## src/rtl/pdua_int_pkg.sv

```systemverilog
// Shared types and helpers for the PDUA interrupt controller.
// Holds the FSM state enum, the default vector base and the vector helper.
package pdua_int_pkg;

  typedef enum logic [1:0] {
    IDLE = 2'd0,
    REQ  = 2'd1,
    SVC  = 2'd2
  } int_state_t;

  localparam logic [7:0] VEC_BASE_DEF = 8'hF0;

  // Vector for line idx, two bytes apart; caller truncates to its width.
  function automatic logic [15:0] vector_of(
    input logic [15:0] base,
    input logic [2:0]  idx
  );
    return base + {12'd0, idx, 1'b0};
  endfunction

endpackage

```

## src/rtl/pdua_int_ctrl_sync.sv

```systemverilog
// One request line: 2-flop synchroniser, previous-value flop, rise pulse.
// Ports: clk, rst (async active-low), irq (async in), rise (1-cycle pulse).
module irq_sync_edge (
  input  logic clk,
  input  logic rst,
  input  logic irq,
  output logic rise
);

  logic sync1;
  logic sync2;
  logic prev;

  always_ff @(posedge clk or negedge rst) begin
    if (!rst) begin
      sync1 <= 1'b0;
      sync2 <= 1'b0;
      prev  <= 1'b0;
    end else begin
      sync1 <= irq;
      sync2 <= sync1;
      prev  <= sync2;
    end
  end

  assign rise = sync2 & ~prev;

endmodule

```

## src/rtl/pdua_int_ctrl.sv

```systemverilog
// PDUA interrupt controller: pending latch, enable mask, priority pick, FSM.
// Ports: clk, rst, irq_in, ien_wr/ien_data, int_clr, eoi -> int_req, int_vector, pending, in_service.
module pdua_int_ctrl
  import pdua_int_pkg::*;
#(
  parameter int                    N_IRQ      = 4,
  parameter int                    DATA_WIDTH = 8,
  parameter logic [DATA_WIDTH-1:0] VEC_BASE   = DATA_WIDTH'(VEC_BASE_DEF)
) (
  input  logic                  clk,
  input  logic                  rst,
  input  logic [N_IRQ-1:0]      irq_in,
  input  logic                  ien_wr,
  input  logic [DATA_WIDTH-1:0] ien_data,
  input  logic                  int_clr,
  input  logic                  eoi,
  output logic                  int_req,
  output logic [DATA_WIDTH-1:0] int_vector,
  output logic [N_IRQ-1:0]      pending,
  output logic                  in_service
);

  int_state_t       state;
  int_state_t       state_n;
  logic [2:0]       cur;
  logic [2:0]       cur_n;
  logic [2:0]       win;
  logic [N_IRQ-1:0] rise;
  logic [N_IRQ-1:0] ien;
  logic [N_IRQ-1:0] elig;
  logic [N_IRQ-1:0] clr_mask;
  logic [N_IRQ-1:0] pending_n;
  logic             do_clr;
  logic             unused_ien;

  // Only the low N_IRQ bits of the bus carry mask bits.
  assign unused_ien = ^ien_data;

  for (genvar i = 0; i < N_IRQ; i++) begin : g_sync
    irq_sync_edge u_sync (
      .clk  (clk),
      .rst  (rst),
      .irq  (irq_in[i]),
      .rise (rise[i])
    );
  end

  assign elig = pending & ien;

  // Lowest index wins: scan downward so the last hit is the smallest.
  always_comb begin
    win = 3'd0;
    for (int i = N_IRQ - 1; i >= 0; i--) begin
      if (elig[i]) win = 3'(i);
    end
  end

  always_comb begin
    state_n = state;
    cur_n   = cur;
    do_clr  = 1'b0;
    unique case (state)
      IDLE: begin
        if (|elig) begin
          state_n = REQ;
          cur_n   = win;
        end
      end
      REQ: begin
        if (int_clr) begin
          state_n = SVC;
          do_clr  = 1'b1;
        end
      end
      SVC: begin
        if (eoi) state_n = IDLE;
      end
      default: state_n = IDLE;
    endcase
  end

  always_comb begin
    clr_mask = '0;
    for (int i = 0; i < N_IRQ; i++) begin
      clr_mask[i] = do_clr && (cur == 3'(i));
    end
  end

  // A fresh rise beats a same-cycle acknowledge.
  assign pending_n = (pending & ~clr_mask) | rise;

  always_ff @(posedge clk or negedge rst) begin
    if (!rst) begin
      state   <= IDLE;
      cur     <= 3'd0;
      pending <= '0;
      ien     <= '0;
    end else begin
      state   <= state_n;
      cur     <= cur_n;
      pending <= pending_n;
      if (ien_wr) ien <= ien_data[N_IRQ-1:0];
    end
  end

  assign int_req    = (state == REQ);
  assign in_service = (state == SVC);
  assign int_vector = (state == IDLE) ? '0 :
                      DATA_WIDTH'(vector_of(16'(VEC_BASE), cur));

endmodule

```

## config.mk

```make
export PLATFORM = sky130hd
export DESIGN_NAME = pdua_int_ctrl
export DESIGN_NICKNAME = d
export VERILOG_FILES = /design/src/rtl/pdua_int_pkg.sv /design/src/rtl/pdua_int_ctrl_sync.sv /design/src/rtl/pdua_int_ctrl.sv
export SDC_FILE = /design/constraint.sdc
export NUM_CORES = 1
export LEC_CHECK = 0
export CORE_MARGIN = 2
export CORE_UTILIZATION = 52
export CTS_CLUSTER_DIAMETER = 40
export DETAILED_ROUTE_END_ITERATION = 8
export DONT_BUFFER_PORTS = 1
export PLACE_DENSITY = 0.7
export SYNTH_ARGS = -nofsm -noshare
export SYNTH_HDL_FRONTEND = slang
export SYNTH_SLANG_ARGS = --single-unit
```

## constraint.sdc

```tcl
create_clock -name clk -period 1.43 [get_ports clk]
set_clock_uncertainty 0.05 [all_clocks]
set_input_delay 0.429 -clock clk [delete_from_list [all_inputs] [get_ports clk]]
set_output_delay 0.429 -clock clk [all_outputs]
set_load 0.02 [all_outputs]
```

Yosys cells after proc, flatten, opt, wreduce, memory -nomap -nowiden --
Cells that the tools add are included.
Cells by class: add/subtract/negate cells 1, eq/ne operators 8, muxes and demuxes 11, bitwise gates (word level) 12, reductions and logical operators 9
Operator list (count):
- 2-bit two-way mux | 5
- 8-bit by 4-bit adder with 8-bit output, first input constant | 1
- 4-bit bitwise AND | 2
- 8-bit two-way mux | 1
- 3-bit by 2-bit equality test with 1-bit output, second input constant | 2
- 3-bit two-way mux | 2
- 2-bit inequality test, second input constant | 3
- 2-bit one-hot mux with 3 select lines | 1
- 1-bit bitwise AND | 4
- 1-bit logical AND | 4
- 1-bit NOT | 4
- 4-bit NOT | 1
- 4-bit bitwise OR | 1
- 4-bit OR reduction | 1
- 3-bit by 1-bit equality test with 1-bit output, second input constant | 1
- 3-bit zero test | 1
- 3-bit AND reduction | 1
- 2-bit by 1-bit equality test with 1-bit output, second input constant | 1
- 2-bit equality test, second input constant | 1
- 2-bit zero test | 1
- 1-bit two-way mux | 2
- 2-bit AND reduction | 1
Word-level totals: bits in registers 25, logic and storage cells 57

Longest topological paths before layout --
word-level depth 6, gate-level depth with buffers 3, depth with buffers taken out 3

Modules after synthesis --
Synthesis repeated with hierarchy kept, for this count alone.
Second synthesis, totals: cells, all modules 71, area, all modules 940.9 µm²
Modules (own cells, without submodules):
- pdua_int_ctrl | instances 1, cells an instance 55, area an instance 585.6 µm², seq. area each 300.3 µm²
- irq_sync_edge | instances 4, cells an instance 4, area an instance 88.8 µm², seq. area each 75.1 µm²

Least setup slack after synthesis --
OpenSTA, ideal clock, no wires.
path type reg-to-output, start point reg state[0], end point out int_vector[5], arrival 1.075 ns, slack -0.124 ns, cell stages (with the launch flop) 4, buffers on the path 1, cells stage by stage dfrtp_1 -> nor2_1 -> inv_1 -> buf_4
On the way: word-level cells in the longest chain between the ends 2
RTL lines:
- start: declaration | RTL line pdua_int_ctrl.sv:23 | int_state_t state;
- start signal: assignment | RTL line pdua_int_ctrl.sv:99 | state <= state_n;
- 2-bit zero test | RTL line pdua_int_ctrl.sv:108 | assign int_vector = (state == IDLE) ? '0 :
- 8-bit two-way mux | RTL line pdua_int_ctrl.sv:108
- end: declaration | RTL line pdua_int_ctrl.sv:18 | output logic [DATA_WIDTH-1:0] int_vector,
Every way passes these cells.

Worst setup path after layout --
start point reg state[0], end point out int_vector[1]
Same word-level chain as after synthesis.

==> summary.txt <==
Status
  • Outcome: finished with violations
  • Failing checks: negative setup slack

Placed design
  • Placer Congestion: 0.793
  • Placed Cells: 85
  • Dpl cell area: 908 µm²
  • HPWL Detailed: 1.01 mm
  • Count of input and output buffers: 0
  • Pre-CTS setup slack: 108 ps

Detailed routing
  • DR iter-0 viols: 8
  • Via count: 559
  • Final ANT Viol Nets: 0
  • DR WL/cell: 15.0 µm
  • Vias per cell: 5.88
  • Post-route DRC: 0
  • TritonRoute pass-1 iters: 4
  • Final WL: 1.43 mm

Logic synthesis
  • Flops & latches, synth: 24
  • Compound-cell area share of the yosys netlist: 0.125
  • YS warnings: 0
  • Top-area cell type share of the netlist area: 0.675
  • Simple-Gate Fraction of Synth Area: 0.0731
  • Synth area leaders: dfrtp_1, mux2_2, a22o_1, buf_4, inv_1
  • Synthesized area: 890 µm²
  • Post-synthesis mux area share: 0.0506
  • Synth Area per Inst: 12.9 µm²
  • Synth unique cells: 18
  • Top cell type by total area after synthesis: dfrtp_1
  • Register area share after synthesis: 0.675
  • XOR/XNOR Fraction of Synth Area: 0
  • Post-Syn Instances: 69
  • Adder-cell share of the synthesized area: 0
  • Largest family of logic cells by synthesized area: compound AO/OA/AOI/OAI gates

Run
  • Max cap viols: 0

Layout
  • Commonest non-fill, non-tap cell in the layout: dfrtp_1
  • Antenna diodes: 0
  • Share of post-route cells with drive strength above 1: 0.329
  • Most frequent cells in the layout: dfrtp_1, buf_4, a22o_1
  • Syn-to-layout area delta: 17.0%
  • Fillers: 110
  • Finished Layout Cells: 95
  • Fin area: 1040 µm²
  • Nets: 97

Power and ir drop
  • Clk pwr share: 0.151
  • Maximum vdd drop: 1110 µV
  • Leak: 0.491 nW
  • Gate power share: 0.394
  • Switching part of the total: 0.392
  • Sequential share of power: 0.456
  • Internal Power: 1.37 mW
  • Design Power: 2.26 mW
  • Switch Pwr: 0.888 mW
  • PwrDens: 2170 nW/µm²

Floorplanning
  • Core area: 1560 µm²
  • IO Pins: 31
  • Die span in x: 45.4 µm
  • Num rows: 14
  • DIE HEIGHT: 45.4 µm
  • Die area: 2060 µm²
  • Starting Density: 0.571

Global route
  • Initial antenna violation count: 0
  • Largest net degree at the start of global routing: 25
  • First-pass GRT wire length: 2.40 mm
  • Vias in the first global route: 525
  • GRT overflow: 0
  • Tot GR Track Use: 0.174

Clock tree
  • H-tree Lvls: 1
  • CTS sink count: 24
  • CTS buffer count: 3
  • CTS root buffer: clkbuf_4
  • Max clock buf depth: 2
  • CTS tree: yes
  • Clk Latency, worst-skew pair: 310 ps
  • Clock transition at path regs: 120 ps

Critical path
  • Critical path arrival: 1130 ps
  • Critical Path Fanout Max: 3
  • Setup crit end kind: primary output
  • Data required, critical path: 950 ps
  • CP startpoint kind: flop
  • Crit path kind: flop to primary output

Timing
  • Final hold viol count: 0
  • RSZ-0062 raised after global routing: true
  • # setup viols final: 8
  • Worst slew pin tran: 1020 ps
  • Final Cycle Share: 1.13
  • Worst slew margin: 0.320
  • Peak Freq: 620 MHz
  • Max-slew violations: 0
  • Setup WS post-layout: -184 ps
  • Tmin final: 1610 ps
  • Hold WS: 81.4 ps

Worst hold path
  • HP Class: input port to flop
metal layers:
metal | share of wire | GRT usage
met5 | 0 | 0
met4 | 0.016 | 0.0882
met3 | 0.096 | 0.0600
met2 | 0.47 | 0.269
met1 | 0.42 | 0.217
kinds of logic (layout without fill, tap and decap cells):
group,after synthesis,count (layout)
DFF,24,24
AOI/OAI and AO/OA,16,16
and+or+nand+nor,12,12
buffers and inverters,12,21
muxes,4,4
other,1,2
critical path, stage by stage, from the launching register on:
cell	delay, ps
dfrtp_1	430
nor2_4	140
and2b_1	260
Yosys cell counts:
master and n:
a211oi_1 1, a21oi_1 4, a22o_1 5, a32o_1 1, and2b_1 2, buf_4 5, conb_1 1, dfrtp_1 24
inv_1 7, mux2_2 4, nand2_1 3, nand2b_1 1, nand3b_1 1, nand4_1 2, nor2_1 2, nor3_1 1
o21ai_0 3, o31ai_1 2
layout make-up:
cell class,instances,area [µm²],area share
tap,16,20.0,0.0192
timing repair buffer,10,91.3,0.0877
inverter,7,36.3,0.0349
multi-input combinational,34,255,0.245
sequential,24,602,0.578
clock buffer,4,36.3,0.0349
worst paths after layout:
| check | cells after the start | start | slack, ps | to |
|---|---|---|---|---|
| setup / recovery | 2 | state[0] | -180 | int_vector[1] |
| max in group asynchronous | 1 | rst | 340 | state[1] |
| hold reg to reg | 0 | g_sync[0].u_sync.sync1 | 310 | g_sync[0].u_sync.sync2 |
| hold / removal | 0 | irq_in[1] | 80 | g_sync[1].u_sync.sync1 |
| setup reg to reg | 4 | state[1] | 70 | pending[2] |
| min in group asynchronous | 1 | rst | 300 | ien[2] |
per-stage QoR:
stage / setup TNS [ps] / utilization
after global placement: 0 / 0.583
after detailed placement: 0 / 0.583
final: -1090 / 0.668
after CTS: -1870 / 0.657
after global routing: -1500 / 0.668
after floorplan: 0 / -
state kept, by name (all words and copies together) (netlist names):
signal,flops
state,2
g_sync.u_sync.sync2,4
g_sync.u_sync.sync1,4
cur,2
g_sync.u_sync.prev,4
pending,4
ien,4
what timing repair did:
item,in CTS,in global routing
endpoints found under the setup margin,8,34
endpoints found under the hold margin,24,0
buffers inserted,5,1
hold buffers,1,0
resized for setup,11,6
pin swaps,0,2
power by group through the flow:
stage / Sequential [mW] / Clock, mW / Combinational (mW)
5_1_grt: 1.06 / 0.376 / 0.963
2_1_floorplan: 1.00 / 0 / 0.545
6_report: 1.03 / 0.341 / 0.890
3_3_place_gp: 1.01 / 0 / 0.630
3_5_place_dp: 1.02 / 0 / 0.641
4_1_cts: 1.02 / 0.348 / 0.866
Power figures use the tool's default switching activity.
